--- src/rtl/muldiv_sequencer_if.sv ---
// Issue/readback bundle between the execute stage and the HI/LO multiply-divide unit.
// The master side issues operations and reads HI/LO; the slave side is the unit itself.
interface muldiv_sequencer_if;
    logic        start;
    logic [2:0]  op;
    logic [31:0] src_a;
    logic [31:0] src_b;
    logic        kill;
    logic        rd_req;
    logic        rd_sel;
    logic [31:0] rd_data;
    logic        busy;
    logic        stall;
    logic        done;

    modport master (
        output start, op, src_a, src_b, kill, rd_req, rd_sel,
        input  rd_data, busy, stall, done
    );

    modport slave (
        input  start, op, src_a, src_b, kill, rd_req, rd_sel,
        output rd_data, busy, stall, done
    );
endinterface

--- src/rtl/muldiv_sequencer.sv ---
// HI/LO unit for the MIPS core: radix-2^MUL_BITS shift-add multiplier, restoring divider,
// sign fix-up and multiply-accumulate, with pipeline stall generation.
module muldiv_sequencer #(
    parameter int MUL_BITS = 4
) (
    input  logic               clk,
    input  logic               reset_n,
    muldiv_sequencer_if.slave  bus
);
    localparam int N_MUL = 32 / MUL_BITS;

    localparam logic [2:0] S_IDLE = 3'd0;
    localparam logic [2:0] S_MUL  = 3'd1;
    localparam logic [2:0] S_DIV  = 3'd2;
    localparam logic [2:0] S_FIX  = 3'd3;
    localparam logic [2:0] S_ACC  = 3'd4;

    logic [2:0]  r_state;
    logic [31:0] r_hi;
    logic [31:0] r_lo;
    logic        r_busy;
    logic        r_done;
    logic [5:0]  r_cnt;
    logic        r_is_mul;
    logic        r_acc;
    logic        r_neg_res;
    logic        r_neg_rem;
    logic        r_div0;
    logic [31:0] r_a_raw;
    logic [63:0] r_mcand;
    logic [31:0] r_mplier;
    logic [63:0] r_prod;
    logic [31:0] r_rem;
    logic [31:0] r_quot;
    logic [31:0] r_divisor;

    logic        w_accept;
    logic        w_signed;
    logic [31:0] w_mag_a;
    logic [31:0] w_mag_b;
    logic [63:0] w_pp [MUL_BITS];
    logic [63:0] w_pp_sum;
    logic [63:0] w_prod_fix;
    logic [32:0] w_shift;
    logic        w_ge;
    logic [31:0] w_diff;
    logic [31:0] w_rem_next;
    logic [31:0] w_quot_fix;
    logic [31:0] w_rem_fix;

    assign w_accept = bus.start & ~r_busy & ~bus.kill;
    // MULT, MADD and DIV have op[0]==0; they work on magnitudes and fix the sign afterwards.
    assign w_signed = ~bus.op[0];
    assign w_mag_a  = (w_signed && bus.src_a[31]) ? (32'd0 - bus.src_a) : bus.src_a;
    assign w_mag_b  = (w_signed && bus.src_b[31]) ? (32'd0 - bus.src_b) : bus.src_b;

    // One partial product per retired multiplier bit; r_mcand is pre-shifted to the digit position.
    generate
        for (genvar gi = 0; gi < MUL_BITS; gi++) begin : g_pp
            assign w_pp[gi] = r_mplier[gi] ? (r_mcand << gi) : 64'd0;
        end
    endgenerate

    always_comb begin
        w_pp_sum = 64'd0;
        for (int k = 0; k < MUL_BITS; k++) begin
            w_pp_sum = w_pp_sum + w_pp[k];
        end
    end

    // Restoring step: the partial remainder is always below the divisor, so the
    // difference fits in 32 bits whenever the shifted value is not smaller.
    assign w_shift    = {r_rem, r_quot[31]};
    assign w_ge       = w_shift[32] | (w_shift[31:0] >= r_divisor);
    assign w_diff     = w_shift[31:0] - r_divisor;
    assign w_rem_next = w_ge ? w_diff : w_shift[31:0];

    assign w_prod_fix = r_neg_res ? (64'd0 - r_prod) : r_prod;
    assign w_quot_fix = r_neg_res ? (32'd0 - r_quot) : r_quot;
    assign w_rem_fix  = r_neg_rem ? (32'd0 - r_rem)  : r_rem;

    always_ff @(posedge clk or negedge reset_n) begin
        if (!reset_n) begin
            r_state   <= S_IDLE;
            r_hi      <= 32'd0;
            r_lo      <= 32'd0;
            r_busy    <= 1'b0;
            r_done    <= 1'b0;
            r_cnt     <= 6'd0;
            r_is_mul  <= 1'b0;
            r_acc     <= 1'b0;
            r_neg_res <= 1'b0;
            r_neg_rem <= 1'b0;
            r_div0    <= 1'b0;
            r_a_raw   <= 32'd0;
            r_mcand   <= 64'd0;
            r_mplier  <= 32'd0;
            r_prod    <= 64'd0;
            r_rem     <= 32'd0;
            r_quot    <= 32'd0;
            r_divisor <= 32'd0;
        end else begin
            r_done <= 1'b0;
            case (r_state)
                S_IDLE: begin
                    if (w_accept) begin
                        case (bus.op[2:1])
                            2'b11: begin
                                if (bus.op[0]) r_lo <= bus.src_a;
                                else           r_hi <= bus.src_a;
                            end
                            2'b10: begin
                                r_state   <= S_DIV;
                                r_busy    <= 1'b1;
                                r_is_mul  <= 1'b0;
                                r_acc     <= 1'b0;
                                r_cnt     <= 6'd0;
                                r_quot    <= w_mag_a;
                                r_divisor <= w_mag_b;
                                r_rem     <= 32'd0;
                                r_a_raw   <= bus.src_a;
                                r_div0    <= (bus.src_b == 32'd0);
                                r_neg_res <= w_signed & (bus.src_a[31] ^ bus.src_b[31]);
                                r_neg_rem <= w_signed & bus.src_a[31];
                            end
                            default: begin
                                r_state   <= S_MUL;
                                r_busy    <= 1'b1;
                                r_is_mul  <= 1'b1;
                                r_acc     <= bus.op[1];
                                r_cnt     <= 6'd0;
                                r_mcand   <= {32'd0, w_mag_a};
                                r_mplier  <= w_mag_b;
                                r_prod    <= 64'd0;
                                r_neg_res <= w_signed & (bus.src_a[31] ^ bus.src_b[31]);
                                r_neg_rem <= 1'b0;
                            end
                        endcase
                    end
                end
                S_MUL: begin
                    r_prod   <= r_prod + w_pp_sum;
                    r_mcand  <= r_mcand << MUL_BITS;
                    r_mplier <= r_mplier >> MUL_BITS;
                    r_cnt    <= r_cnt + 6'd1;
                    if (r_cnt == 6'(N_MUL - 1)) r_state <= S_FIX;
                end
                S_DIV: begin
                    r_rem  <= w_rem_next;
                    r_quot <= {r_quot[30:0], w_ge};
                    r_cnt  <= r_cnt + 6'd1;
                    if (r_cnt == 6'd31) r_state <= S_FIX;
                end
                S_FIX: begin
                    if (r_is_mul && r_acc) begin
                        r_prod  <= w_prod_fix;
                        r_state <= S_ACC;
                    end else begin
                        if (r_is_mul) begin
                            {r_hi, r_lo} <= w_prod_fix;
                        end else if (r_div0) begin
                            r_lo <= 32'hFFFF_FFFF;
                            r_hi <= r_a_raw;
                        end else begin
                            r_lo <= w_quot_fix;
                            r_hi <= w_rem_fix;
                        end
                        r_done  <= 1'b1;
                        r_busy  <= 1'b0;
                        r_state <= S_IDLE;
                    end
                end
                S_ACC: begin
                    {r_hi, r_lo} <= {r_hi, r_lo} + r_prod;
                    r_done  <= 1'b1;
                    r_busy  <= 1'b0;
                    r_state <= S_IDLE;
                end
                default: begin
                    r_busy  <= 1'b0;
                    r_state <= S_IDLE;
                end
            endcase
        end
    end

    assign bus.rd_data = bus.rd_sel ? r_hi : r_lo;
    assign bus.busy    = r_busy;
    assign bus.stall   = r_busy & (bus.start | bus.rd_req);
    assign bus.done    = r_done;
endmodule

--- src/flat_wrapper.sv ---
// flat-port wrapper written by rule: the top's interface ports become plain ports
module muldiv_sequencer_flat 
#(
    parameter int MUL_BITS = 4
)
  (clk, reset_n, bus_start, bus_op, bus_src_a, bus_src_b, bus_kill, bus_rd_req, bus_rd_sel, bus_rd_data, bus_busy, bus_stall, bus_done);
  muldiv_sequencer_if bus_i ();
  input  logic clk;
  input  logic reset_n;
  input wire logic [$bits(bus_i.start)-1:0] bus_start;
  input wire logic [$bits(bus_i.op)-1:0] bus_op;
  input wire logic [$bits(bus_i.src_a)-1:0] bus_src_a;
  input wire logic [$bits(bus_i.src_b)-1:0] bus_src_b;
  input wire logic [$bits(bus_i.kill)-1:0] bus_kill;
  input wire logic [$bits(bus_i.rd_req)-1:0] bus_rd_req;
  input wire logic [$bits(bus_i.rd_sel)-1:0] bus_rd_sel;
  output wire logic [$bits(bus_i.rd_data)-1:0] bus_rd_data;
  output wire logic [$bits(bus_i.busy)-1:0] bus_busy;
  output wire logic [$bits(bus_i.stall)-1:0] bus_stall;
  output wire logic [$bits(bus_i.done)-1:0] bus_done;
  assign bus_i.start = bus_start;
  assign bus_i.op = bus_op;
  assign bus_i.src_a = bus_src_a;
  assign bus_i.src_b = bus_src_b;
  assign bus_i.kill = bus_kill;
  assign bus_i.rd_req = bus_rd_req;
  assign bus_i.rd_sel = bus_rd_sel;
  assign bus_rd_data = bus_i.rd_data;
  assign bus_busy = bus_i.busy;
  assign bus_stall = bus_i.stall;
  assign bus_done = bus_i.done;
  muldiv_sequencer #(.MUL_BITS(MUL_BITS)) u_core (.clk(clk), .reset_n(reset_n), .bus(bus_i));
endmodule
--- config.mk ---
export PLATFORM = sky130hd
export DESIGN_NAME = muldiv_sequencer_flat
export DESIGN_NICKNAME = d
export VERILOG_FILES = /design/src/rtl/muldiv_sequencer_if.sv /design/src/rtl/muldiv_sequencer.sv /design/src/flat_wrapper.sv
export SDC_FILE = /design/constraint.sdc
export NUM_CORES = 2
export LEC_CHECK = 0
export ABC_AREA = 1
export BUFFER_PORTS_ARGS = -buffer_cell sky130_fd_sc_hd__buf_4
export CAP_MARGIN = 10
export CORE_MARGIN = 2
export CORE_UTILIZATION = 55
export DETAILED_ROUTE_END_ITERATION = 7
export GPL_TIMING_DRIVEN = 0
export PLACE_DENSITY_LB_ADDON = 0.15
export SYNTH_ARGS = -nofsm -noshare
export SYNTH_HDL_FRONTEND = slang
export SYNTH_SLANG_ARGS = --single-unit
--- constraint.sdc ---
create_clock -name clk -period 4.2 [get_ports clk]
set_input_delay 0.42 -clock clk [delete_from_list [all_inputs] [get_ports clk]]
set_output_delay 0.42 -clock clk [all_outputs]
set_load 0.02 [all_outputs]
# Word-level counts from Yosys, hierarchy flattened
# Index checks and enable logic that the tools add are counted.
totals:
  reg_bits: 368
  input_bits: 73
  elab_cells: 144
classes:
  n_mux: 59
  n_lt_le_gt_ge: 1
  eq_ne: 19
  addsub: 12
  bitwise: 13
  reduce_logical: 22
op_table:
  columns: ["op", "count"]
  rows:
  - ["$mux 32", 24]
  - ["$mux 64", 10]
  - ["$add 64x64->64", 5]
  - ["$pmux 32 s2", 3]
  - ["$pmux 32 s3", 2]
  - ["$pmux 64 s3", 1]
  - ["$pmux 64 s2", 1]
  - ["$sub 1x32->32 const A", 4]
  - ["$sub 1x64->64 const A", 1]
  - ["$ge 32x32->1", 1]
  - ["$logic_not 32->1", 1]
  - ["$sub 32x32->32", 1]
  - ["$reduce_and 3->1", 5]
  - ["$ne 2x2->1 const B", 7]
  - ["$mux 3", 4]
  - ["$mux 6", 2]
  - ["$pmux 3 s4", 1]
  - ["$pmux 6 s2", 1]
  - ["$reduce_and 4->1", 3]
  - ["$reduce_and 5->1", 2]
  - ["$ne 2x1->1 const B", 4]
  - ["$pmux 1 s2", 4]
  - ["$add 6x1->6 const B", 1]
  - ["$eq 3x2->1 const B", 2]
  - ["17 further kinds", 36]

# Depth between registers and ports, before layout
depth:
  ltp_word: 6
  ltp_mapped: 26
  depth_no_buf: 24

# Worst setup path after synthesis
# No wires, ideal clock.
synth_timing:
  path_kind: "register to register"
  startpoint: "register u_core.r_mplier[3]"
  endpoint: "register u_core.r_prod[57]"
  arrival_time_ns: 4.031
  path_stages_with_launch: 27
  synth_period_minus_slack_ns: 4.147
  t_required_ns: 4.083
  path_slack_ns: 0.053
  setup_time_ns: 0.117
  cell_sequence: "dfrtp_1 -> clkbuf_1 -> clkbuf_1 -> nand2_1 -> inv_1 -> fa_1 -> fa_1 -> inv_1 -> fa_1 -> inv_1 -> ha_1 -> inv_1 -> fa_1 -> inv_1 -> nand3_1 -> nand3_1 -> nand2_1 -> nand2_1 -> nand2_1 -> nand3_1 -> nand3_1 -> nand2_1 -> nand2_1 -> nand3_1 -> nand2_1 -> nand2_1 -> nand2_1"
synth_via:
  elab_chain_len: 4
synth_rtl:
  columns: ["item", "line_no", "text"]
  rows:
  - ["start: declaration", "muldiv_sequencer.sv:31", "logic [31:0] r_mplier;"]
  - ["start signal: assignment", "muldiv_sequencer.sv:133", "r_mplier <= w_mag_b;"]
  - ["start signal: assignment", "muldiv_sequencer.sv:144", "r_mplier <= r_mplier >> MUL_BITS;"]
  - ["$mux 64", "muldiv_sequencer.sv:60", "assign w_pp[gi] = r_mplier[gi] ? (r_mcand << gi) : 64'd0;"]
  - ["$add 64x64->64", "muldiv_sequencer.sv:67", "w_pp_sum = w_pp_sum + w_pp[k];"]
  - ["$add 64x64->64", "muldiv_sequencer.sv:142", "r_prod <= r_prod + w_pp_sum;"]
  - ["$pmux 64 s3", "muldiv_sequencer.sv:104", "case (r_state)"]
  - ["end signal: assignment", "muldiv_sequencer.sv:142", null]
  - ["end signal: assignment", "muldiv_sequencer.sv:156", "r_prod <= w_prod_fix;"]
  - ["end: declaration", "muldiv_sequencer.sv:32", "logic [63:0] r_prod;"]
# No other way between the ends.
# A chain may end at the register's enable or synchronous reset.

# Final worst setup path
layout_timing:
  startpoint: "register u_core.r_mplier[1]"
  endpoint: "register u_core.r_prod[45]"
layout_via:
  elab_chain_len: 6
layout_rtl:
  columns: ["item", "line_no"]
  rows:
  - ["$mux 64", "muldiv_sequencer.sv:60"]
  - ["$add 64x64->64 (3 in series)", "muldiv_sequencer.sv:67"]
  - ["$add 64x64->64", "muldiv_sequencer.sv:142"]
  - ["$pmux 64 s3", "muldiv_sequencer.sv:104"]
# No other way between the ends.

==> results.ini <==
[status]
run_status=complete, but fails checks
violations=DRC, setup timing

[yosys]
synth_top_family_by_area=simple AND/OR/NAND/NOR gates
synth-compound-area-share_pct=12.1
synthXorXnorAreaFrac_pct=2.56
synthMuxAreaShare_pct=0.211
synth_adder_area_share_pct=13.5
synthFlopType=dfrtp_1
async_flop_share_pct=100
synth_area_per_cell_um2=5.93
synthDistinctLibCells=46
seq_area_frac_synth_pct=21.6
synth-edff-count=0
syn-instance-count=7197
yosys.area_share.simple_pct=35.7
synth_warnings=0
syn_area_um2=42700
syn-num-nets=7620
ys_ff_latch=368

[sta]
finClkSkew_ns=0.0219
max_freq_mhz=227
final-max-slew-violation-count=0
worst-slew-pin-transition_ns=1.29
setup_viol=43
timing.final.ws_setup_ns=-0.213
rsz0062_at_grt=yes
timing.slew.headroom_pct=13.8
final_hold_viol_count=0
fin_crit_sh_pct=105
fin_crit_ns=4.41

[power_and_ir_drop]
p_per_area_nw_per_um2=933
power_mw=47.2
vdd_drop_max_uv=732
power.leakage_nw=28.7

[placed_design]
gp_congestion=1.18
dp_hpwl_mm=161
dpl_cell_area_um2=44900
portBuffers=106

[finish]
num-nets-final=7889
drive_gt1_share_pct=12.4
syn2layout_area_growth_pct=18.6
design_area_um2=50600
fill_cells=7243
final_util_pct=65.6

[clock_tree]
htreeDepth=2
cts_max_path_buffers=3
cts_tree=done
cts_buffers=46
insertion_delay_ns=0.63
path_clk_slew_ns=0.06
clockRootBuffer=clkbuf_16
cts_sinks=368

[floorplan]
pin_count=108
die_x_um=283
start_util_pct=55.3
floorplan.rows=102
dieArea_um2=79900
die_y_um=283
core_area_um2=77200

[detailed_routing]
drt-pass1-iter-count=8
drt_iter0_drc=7120
drc=6
routedWlPerCell_um=23.6
antenna_left=0
vias=50500
viasPerCell=5.91
drt_wl_total_mm=202

[worst_setup_path]
crit_path_end=u_core.r_prod[45]
crit_start=u_core.r_mplier[1]
r2r_end=u_core.r_prod[45]
r2r_start=u_core.r_mplier[1]
worstPathArrival_ns=4.89
critPathMaxFanout=7
rr_worst_depth=23
worstSetupStartpointType=register
worst_setup_path_end_kind=register
worst-r2r-setup-slack_ns=-0.21
critical_path_class=reg -> reg
cp.required_ns=4.68

[global_routing]
grt_pass1_wl_mm=290
gr-total-overflow=0
grt_pass1_vias=46700
antenna_found_initial=5
grt_max_degree=109
grtUsageTotal_pct=49.3

[min_path]
min_path_type=in -> reg
min_path_cells=3

[job]
drv_cap=0

-- synthesized netlist by cell type, types with 11 or more instances --
cell         n  area share, %
a21oi_1    304            3.6
a31oi_1     16           0.23
buf_1       19           0.17
buf_2       19           0.22
clkbuf_1   153            1.3
dfrtp_1    368             22
fa_1       186            8.7
ha_1       164            4.8
inv_1     1427             13
nand2_1   2442             21
nand3_1    449            5.3
nand3b_1    33           0.58
nand4_1     54           0.79
nor2_1     679            6.0
nor3_1      67           0.79
nor4_1      12           0.18
o211ai_1    52           0.91
o21ai_0    418            4.9
o21ai_1     32           0.38
o21bai_1    25           0.44
o221ai_1    11           0.23
o22ai_1     45           0.66
or2_2       16           0.23
xnor2_1     45           0.92
xor2_1      80            1.6
-- report_power, final --
group	internal [mW]	total (mW)	switching (mW)	leakage [nW]
Sequential	5.12	7.64	2.52	4.64
Combinational	10.5	35.2	24.7	23.3
Clock	2.51	4.34	1.83	0.777
-- final cells by class --
cell class                 instances  area (um^2)  share of cell area (%)
buffer                           187          976                    1.93
sequential                       368         9220                    18.2
clock buffer                      59         1260                    2.49
inverter                        1435         5390                    10.6
tap                             1040         1300                    2.57
clock inverter                    24          329                   0.650
timing repair buffer             225         1860                    3.67
multi-input combinational       5203        30300                    59.8
antenna                            1         2.50                 0.00494
-- worst max-delay path: stages, from the launching register on --
cell	delay, ns
dfrtp_4	0.50
buf_12	0.17
clkbuf_8	0.16
nand2_1	0.06
inv_1	0.05
fa_1	0.49
fa_1	0.57
inv_2	0.06
fa_1	0.49
inv_2	0.04
ha_4	0.31
nand2_2	0.10
nor2_2	0.12
inv_2	0.09
o21ai_2	0.22
nand2_1	0.13
nand2_1	0.09
nand2_1	0.14
nand3_1	0.11
nand2_1	0.07
nand3_2	0.10
nand2_1	0.07
nand2_1	0.06
o21ai_1	0.07
-- how the worst min path moves through the flow --
stage / from / to
after global routing: bus_src_a[0] / u_core.r_a_raw[0]
after detailed placement: reset_n / u_core.r_mplier[26]
after floorplan: reset_n / u_core.bus.busy
after CTS: bus_src_a[0] / u_core.r_a_raw[0]
after global placement: u_core.r_a_raw[17] / u_core.r_a_raw[17]
final: bus_src_a[18] / u_core.r_a_raw[18]
-- cell families (layout without fill, tap and decap cells) --
family / Yosys count / in the layout
muxes: 8 / 8
and+or+nand+nor: 3776 / 3776
DFF: 368 / 368
other: 0 / 1
adders and majority gates: 350 / 350
AOI/OAI and AO/OA: 944 / 944
xor gates and xnor gates: 125 / 125
buffers and inverters: 1626 / 1930
-- layer usage --
metal,track usage (%),share of wire [%],vias up
li1,-,-,22800
met1,59.7,36,23100
met2,71.4,40,3648
met3,15.2,13,1001
met4,41.7,11,12
met5,1.16,0.16,-
-- cells in the final DEF (no fill, tap or decap), types with 138 or more instances in the layout --
cell type / synthesis / layout
nand2_1: 2442 / 2233
inv_1: 1427 / 1355
nor2_1: 679 / 608
nand3_1: 449 / 394
o21ai_0: 418 / 386
dfrtp_1: 368 / 364
a21oi_1: 304 / 261
buf_4: 0 / 203
fa_1: 186 / 178
nand2_2: 0 / 142
clkbuf_1: 153 / 138
-- sequential cells by signal (all words and copies together) (netlist names), 3 cells and up --
name              count
u_core.r_quot        32
u_core.r_mplier      32
u_core.r_mcand       64
u_core.r_prod        64
u_core.r_cnt          6
u_core.r_lo          32
u_core.r_state        3
u_core.r_a_raw       32
u_core.r_hi          32
u_core.r_divisor     32
u_core.r_rem         32
-- repair_timing --
item	CTS	global route
hold buffers	1	0
resized for setup	650	215
setup endpoints to repair	61	52
buffers inserted	84	23
endpoints found under the hold margin	73	0
gates cloned	8	0
pin swaps	295	111
-- through the flow --
| stage | std cells | setup TNS [ns] | setup WS (ns) | hold slack [ns] |
|---|---|---|---|---|
| 6_report | 8542 | -4.17 | -0.213 | 0.0704 |
| 5_1_grt | 8541 | -10.39 | -0.414 | 0.0963 |
| 4_1_cts | 8518 | -0.195 | -0.0432 | 0.0642 |
| 3_5_place_dp | 8346 | -74.80 | -1.68 | 0.425 |
| 3_3_place_gp | 8343 | -447.49 | -1.61 | 0.460 |
| 2_1_floorplan | 7197 | 0 | 0.0528 | 0.124 |
Power figures use the tool's default switching activity.
